[config.mk]
export PLATFORM = sky130hd
export DESIGN_NAME = register_file_param
export DESIGN_NICKNAME = d
export VERILOG_FILES = /design/src/rtl/register_file_param.sv
export SDC_FILE = /design/constraint.sdc
export NUM_CORES = 1
export LEC_CHECK = 0
export BUFFER_PORTS_ARGS = -buffer_cell sky130_fd_sc_hd__buf_2
export CAP_MARGIN = 20
export CORE_MARGIN = 10
export CORE_UTILIZATION = 43
export CTS_CLUSTER_DIAMETER = 150
export CTS_CLUSTER_SIZE = 28
export DETAILED_ROUTE_END_ITERATION = 10
export PLACE_DENSITY = 0.69
export RECOVER_POWER = 100
export SYNTH_ARGS = -nofsm -noshare
export SYNTH_HDL_FRONTEND = slang
export SYNTH_SLANG_ARGS = --single-unit
[constraint.sdc]
create_clock -name clock -period 6.96 [get_ports clock]
set_input_delay 1.392 -clock clock [delete_from_list [all_inputs] [get_ports clock]]
set_output_delay 1.392 -clock clock [all_outputs]
set_load 0.02 [all_outputs]
[src/rtl/register_file_param.sv]
// ============================================================================
// Module   : register_file_param
// Brief    : Two-read/one-write register file with sequential clear sweep,
//            optional write-to-read forwarding and optional hardwired r0.
// Revision : 1.0
// ============================================================================
`default_nettype none

module register_file_param #(
    parameter int DATA_WIDTH = 32,
    parameter int ADDR_WIDTH = 3,
    parameter int ZERO_REG0  = 0,
    parameter int BYPASS     = 1
) (
    input  logic                  clock,
    input  logic                  reset,
    input  logic [ADDR_WIDTH-1:0] read_register_port_0,
    input  logic [ADDR_WIDTH-1:0] read_register_port_1,
    input  logic [ADDR_WIDTH-1:0] write_register,
    input  logic [DATA_WIDTH-1:0] write_data,
    input  logic                  write_enable,
    input  logic                  clear_request,
    output logic [DATA_WIDTH-1:0] read_data_port_0,
    output logic [DATA_WIDTH-1:0] read_data_port_1,
    output logic                  busy,
    output logic                  write_rejected
);

    localparam int                    c_depth = 2 ** ADDR_WIDTH;
    localparam logic [ADDR_WIDTH-1:0] c_last  = '1;

    typedef enum logic [0:0] {
        ST_IDLE  = 1'b0,
        ST_CLEAR = 1'b1
    } state_t;

    state_t                r_state;
    logic [ADDR_WIDTH-1:0] r_index;
    logic                  r_busy;
    logic                  r_rejected;
    logic [DATA_WIDTH-1:0] r_mem [c_depth];

    logic                  w_write_accept;
    logic [ADDR_WIDTH-1:0] w_raddr [2];
    logic [DATA_WIDTH-1:0] w_rdata [2];

    // Writes to a hardwired r0 are silently dropped, not rejected.
    assign w_write_accept = write_enable && !r_busy &&
                            !((ZERO_REG0 != 0) && (write_register == '0));

    always_ff @(posedge clock) begin
        if (reset) begin
            r_state    <= ST_IDLE;
            r_index    <= '0;
            r_busy     <= 1'b0;
            r_rejected <= 1'b0;
            for (int i = 0; i < c_depth; i++) begin
                r_mem[i] <= '0;
            end
        end else begin
            r_rejected <= write_enable && r_busy;
            case (r_state)
                ST_IDLE: begin
                    // A write coinciding with the clear lands first and is swept later.
                    if (w_write_accept) begin
                        r_mem[write_register] <= write_data;
                    end
                    if (clear_request) begin
                        r_state <= ST_CLEAR;
                        r_index <= '0;
                        r_busy  <= 1'b1;
                    end
                end
                ST_CLEAR: begin
                    r_mem[r_index] <= '0;
                    if (r_index == c_last) begin
                        r_state <= ST_IDLE;
                        r_busy  <= 1'b0;
                    end else begin
                        r_index <= r_index + 1'b1;
                    end
                end
                default: begin
                    r_state <= ST_IDLE;
                    r_busy  <= 1'b0;
                end
            endcase
        end
    end

    assign w_raddr[0] = read_register_port_0;
    assign w_raddr[1] = read_register_port_1;

    for (genvar gi = 0; gi < 2; gi++) begin : g_read_port
        logic w_zero;
        logic w_hit;
        assign w_zero = (ZERO_REG0 != 0) && (w_raddr[gi] == '0);
        assign w_hit  = (BYPASS != 0) && write_enable && !r_busy &&
                        (write_register == w_raddr[gi]);
        assign w_rdata[gi] = w_zero ? '0 :
                             w_hit  ? write_data :
                                      r_mem[w_raddr[gi]];
    end

    assign read_data_port_0 = w_rdata[0];
    assign read_data_port_1 = w_rdata[1];
    assign busy             = r_busy;
    assign write_rejected   = r_rejected;

endmodule

`default_nettype wire

==> flow_summary_export.csv, run 1 <==
group,metric,value,unit
global_route,grt_pass1_wl,59900,um
setup_path,crit_family,"buffers and inverters",
finish,final_util,47.2,%
timing,finalSetupTns,0,ns
setup_path,slowest_stage,"clkbuf_1",
global_route,grt_usage,18.4,%
pwr,power.density,210,nW/um2
outcome,status,"complete, but fails checks",
min_path,hold_path_class,"flop to flop",
die,core-area,33800,um2
die,initial_utilization,43.9,%
setup_path,criticalPathCategory,"input port to flop",
timing,drv_slew,265,
setup_path,worst-path-buf-inv,3,
finish,diodes,0,
clocking,cts.repair.resized,0,
placement,place_ws,1.74,ns
global_route,gr-total-overflow,0,
setup_path,cp_slowest_stage_delay,1.17,ns
finish,multi_input_area,6500,um2
yosys,yosys_warnings,0,
clocking,htreeDepth,1,
timing,hold_violations,0,
timing,period_needed,5.93,ns
placement,place.gp.congestion,0.766,
clocking,clock_path_buffers,3,
clocking,cts_buffers,13,
drt,detail_route.wl_per_cell,27.0,um
placement,hpwlAfterDp,23800,um
clocking,cts_tree,"yes",
setup_path,crit_top_cell,"clkbuf_1",
global_route,grt_pass1_vias,9841,
drt,drc,0,
timing,setup_ws,1.03,ns
timing,fmax,169,MHz
yosys,synth.cell_area,14800,um2
run,maxCapViolCount,9,
drt,avgViaCountPerCell,6.36,
global_route,grt_max_degree,70,
finish,nets,1062,
setup_path,crit_chain,"clkbuf_1 -> nand2b_1 -> clkbuf_1 -> a31oi_4 -> o21bai_4 -> buf_4",
die,die_h,206,um
placement,place_area,15800,um2
drt,wl,39600,um
drt,dr.pass1.iters,5,
global_route,antenna_found_initial,2,
timing,hold_ws,0.532,ns
clocking,postCtsSetupBuffers,0,
outcome,violations,"max-capacitance violations, max-slew violations",
drt,num_vias,9323,
setup_path,cp_data_required_time,7.13,ns
yosys,synth_seq_cells,262,
placement,place_inst,1447,
yosys,synth_area_per_cell,15.4,um2
setup_path,cp.arrival,6.09,ns
setup_path,path_max_fanout,25,
finish,layoutNonFillerInstCount,1466,
finish,ff_latch_area,7810,um2
clocking,clk_pin_slew,0.11,ns
setup_path,cp-start-kind,"input port",
pwr,irDropWorstVdd,0.132,mV
clocking,clk_latency,0.48,ns
finish,areaGrowthSynthToFinish,7.42,%
die,dieArea,42300,um2
timing,finalSetupViolCount,0,
setup_path,end_kind,"flop",
die,die_x,206,um
drt,drt_iter0_markers,847,
pwr,total_power,3.35,mW
timing,finalCritPeriodShare,85.1,%
yosys,seq_area_frac_synth,52.6,%
clocking,hold_buffers,0,
timing,relSlewSlack,-64.7,%
yosys,synthDistinctLibCells,31,
die,ios,111,
yosys,syn_inst,966,
clocking,root_buffer,"clkbuf_16",
finish,finalInstanceArea,15900,um2
timing,fin_skew,0.0208,ns
finish,drive_gt1_share,28.7,%
yosys,syn_nets,1013,
timing,tightest_slew,2.47,ns
pwr,leakage,5.56,nW
finish,fillCellCount,2885,
placement,port_buffers,110,
clocking,cts_num_sinks,262,
die,rows,67,
drt,ant_nets,0,
timing,rsz0062_at_grt,"no",
-- worst paths after layout --
| path | from | end | slack (ns) | cells after the start |
|---|---|---|---|---|
| setup / recovery | reset | r_mem[1][27]$_SDFFCE_PN0P_ | 1.03 | 6 |
| hold / removal | r_index[0]$_SDFFE_PP0P_ | r_index[0]$_SDFFE_PP0P_ | 0.53 | 2 |
| setup reg to reg | r_state$_SDFF_PP0_ | r_mem[7][24]$_SDFFCE_PN0P_ | 2.12 | 4 |
| hold reg to reg | r_index[0]$_SDFFE_PP0P_ | r_index[0]$_SDFFE_PP0P_ | 0.53 | 2 |
-- where the power goes --
part	internal [mW]	leakage [nW]	switching (mW)
Clock	0.356	0.175	0.493
Sequential	1.81	2.70	0.0374
Combinational	0.258	2.68	0.395
-- sequential cells by signal (all words and copies together), names as in the netlist --
signal,count
r_state,1
r_index,3
busy,1
r_mem,256
write_rejected,1
-- cells in the mapped netlist (all sizes together) --
library cell / number / area, um2
nor2b: 3 / 18.8
nor2: 1 / 3.75
inv: 2 / 7.51
a21oi: 5 / 25.0
nand2b: 4 / 25.0
nor3: 256 / 1280
edfxtp: 256 / 7690
dfxtp: 6 / 120
nand4: 2 / 12.5
nor4bb: 2 / 20.0
nand3: 3 / 15.0
ha: 2 / 25.0
xnor2: 6 / 52.6
a21o: 1 / 7.51
nand4bb: 1 / 11.3
nand2: 38 / 143
nor4b: 2 / 17.5
a31oi: 4 / 25.0
o21bai: 9 / 67.6
mux2: 128 / 1560
clkbuf: 44 / 165
buf: 62 / 424
and4b: 1 / 10.0
mux4: 128 / 3120
-- tightest hold or removal path: stages, from the launching register on --
cell and delay, ns:
dfxtp_1 0.36, nand3_1 0.08, a21oi_1 0.05
-- layout by cell type (no fill, tap or decap), types with 13 or more instances in the layout --
master / Yosys / routed
buf_2: 29 / 68
buf_4: 4 / 22
clkbuf_1: 44 / 50
clkbuf_16: 0 / 13
edfxtp_1: 256 / 256
mux2_1: 0 / 21
mux2_2: 97 / 85
mux2_4: 31 / 22
mux4_1: 62 / 62
mux4_2: 66 / 66
nand2_1: 38 / 38
nor3_1: 256 / 256
-- layout make-up --
cell class | instances | area share [%]
clock buffer | 17 | 2.14
clock inverter | 1 | 0.126
inverter | 2 | 0.0471
multi-input combinational | 596 | 40.8
sequential | 262 | 49.0
tap | 448 | 3.52
timing repair buffer | 140 | 4.38
-- routing by layer --
metal	vias up	track usage (%)	part of all wire, %
met2	415	30.5	49
met1	4791	24.7	41
met4	2	4.36	1.8
met5	-	0	0.018
met3	52	3.18	7.9
li1	4063	-	-
-- logic make-up after synthesis --
family          synth area share [%]
mux                             31.5
xor+xnor                       0.354
flops                           52.6
simple gates                    10.5
buf+inv                         4.02
compound gates                 0.843
fa+ha+maj                      0.169
Note: power is estimated with default switching activity, not from simulation.
==> inputs of run 2 (changes only) <==
==> constraint.sdc (replaced) <==
create_clock -name clock -period 6.25 [get_ports clock]
set_input_delay 1.25 -clock clock [delete_from_list [all_inputs] [get_ports clock]]
set_output_delay 1.25 -clock clock [all_outputs]
set_load 0.02 [all_outputs]
==> flow_summary_export.csv, run 2 (synthesis gave the netlist of run 1 again) <==
group,metric,value,unit
outcome,status,"complete, but fails checks",
outcome,violations,"max-capacitance violations, max-slew violations",
global_route,grt_usage,17.9,%
pwr,irDropWorstVdd,0.135,mV
timing,fmax,186,MHz
global_route,met1_usage,23.5,%
setup_path,path_max_fanout,38,
setup_path,cp.arrival,4.12,ns
die,initial_utilization,43.9,%
drt,dr.pass1.iters,6,
setup_path,slowest_stage,"clkbuf_1",
setup_path,end_kind,"primary output",
timing,tightest_slew,2.36,ns
timing,drv_slew,201,
run,maxCapViolCount,5,
placement,place.gp.congestion,0.741,
pwr,power.density,233,nW/um2
timing,rsz0062_at_grt,"no",
clocking,cts.repair.resized,0,
global_route,top_usage_layer,"met2",
global_route,antenna_found_initial,0,
die,ios,111,
timing,fin_skew,0.0148,ns
finish,areaGrowthSynthToFinish,7.50,%
setup_path,criticalPathCategory,"input port to primary output",
clocking,clock_path_buffers,3,
setup_path,cp_slowest_stage_delay,1.31,ns
global_route,grt_pass1_vias,9779,
die,dieArea,42300,um2
setup_path,cp_data_required_time,5.00,ns
clocking,htreeDepth,1,
placement,port_buffers,110,
timing,hold_ws,0.519,ns
finish,largest_reg_flops,256,
finish,final_cell_mix,"256 x nor3_1, 256 x edfxtp_1, 85 x mux2_2",
finish,regMostFlops,"r_mem",
drt,detail_route.wl_per_cell,26.2,um
clocking,hold_buffers,0,
drt,drc,0,
pwr,total_power,3.72,mW
drt,wl,38400,um
clocking,cts_tree,"yes",
die,die_h,206,um
global_route,grt_pass1_wl,58500,um
global_route,grt_max_degree,80,
placement,hpwlAfterDp,22500,um
clocking,root_buffer,"clkbuf_16",
setup_path,critical_path_depth,6,
timing,finalSetupViolCount,0,
clocking,clk_latency,0.49,ns
timing,hold_violations,0,
global_route,use_met2,30.4,%
clocking,postCtsSetupBuffers,0,
setup_path,crit_chain,"clkbuf_1 -> buf_12 -> mux4_2 -> mux2_1 -> mux2_2 -> buf_2",
clocking,cts_buffers,13,
timing,finalSetupTns,0,ns
finish,nets,1059,
min_path,min_path_cells,2,
finish,diodes,0,
pwr,leakage,5.56,nW
clocking,clk_pin_slew,0.09,ns
setup_path,worst-path-buf-inv,3,
drt,ant_nets,0,
setup_path,rr_worst_depth,4,
min_path,hold_path_class,"flop to flop",
setup_path,crit_family,"buffers and inverters",
finish,drive_gt1_share,29.0,%
finish,final_util,47.2,%
drt,drt_iter0_markers,871,
drt,avgViaCountPerCell,6.33,
timing,period_needed,5.37,ns
timing,relSlewSlack,-58.4,%
die,rows,67,
clocking,cts_num_sinks,262,
global_route,use_met3,2.85,%
die,core-area,33800,um2
drt,num_vias,9264,
setup_path,rrSetupSlack,1.73,ns
setup_path,cp-start-kind,"input port",
global_route,gr-total-overflow,0,
die,die_x,206,um
finish,layout_top_registers,"r_mem: 256 flops, r_index: 3 flops",
timing,finalCritPeriodShare,86.0,%
[run 2: cell count changes in the layout (fill, tap and decap cells not counted)]
cell / delta
clkbuf_1: -12
buf_2: +9
mux2_1: +8
mux2_4: -8
buf_4: -6
buf_12: +3
clkbuf_2: +3
o21bai_1: -1
o21bai_4: +1
[run 2: where the power goes]
group          internal (mW)  switching (mW)
clock network          0.397           0.546
registers               2.02          0.0415
logic                  0.284           0.434
[run 2: path summary, 6_finish.rpt]
check                                from                          to
setup / recovery  read_register_port_1[1]        read_data_port_1[31]
hold / removal          busy$_SDFFE_PP0P_   write_rejected$_SDFF_PP0_
setup reg to reg       r_state$_SDFF_PP0_  r_mem[0][14]$_SDFFCE_PN0P_
hold reg to reg         busy$_SDFFE_PP0P_   write_rejected$_SDFF_PP0_
[run 2: layout make-up]
type	instances	area [um2]
Inverter	2	7.51
Fill cell	2913	17800
Timing Repair Buffer	137	728
Sequential cell	262	7810
Clock inverter	1	20.0
Clock buffer	17	340
Multi-Input combinational cell	596	6490
Tap cell	448	561
[run 2: stage by stage]
stage | worst slack [ns] | cells | cell area (um2)
3_3_place_gp | 1.49 | 1445 | 15800
4_1_cts | 1.47 | 1463 | 16100
5_1_grt | 0.703 | 1463 | 16000
6_report | 0.877 | 1463 | 16000
2_1_floorplan | 2.15 | 966 | 14800
3_5_place_dp | 1.47 | 1445 | 15800
[run 2: metal layers]
metal / part of all wire [%] / up-vias
met3: 8.0 / 55
met5: 0 / -
met1: 41 / 4752
li1: - / 4048
met2: 49 / 409
met4: 2.0 / 0
[run 2: worst register-to-register path, delay by kind of cell, from the launching register on]
kind	cells	cell delay (ns)
compound gates	1	1.97
simple gates	2	0.95
buf+inv	1	0.75
flops	1	0.56
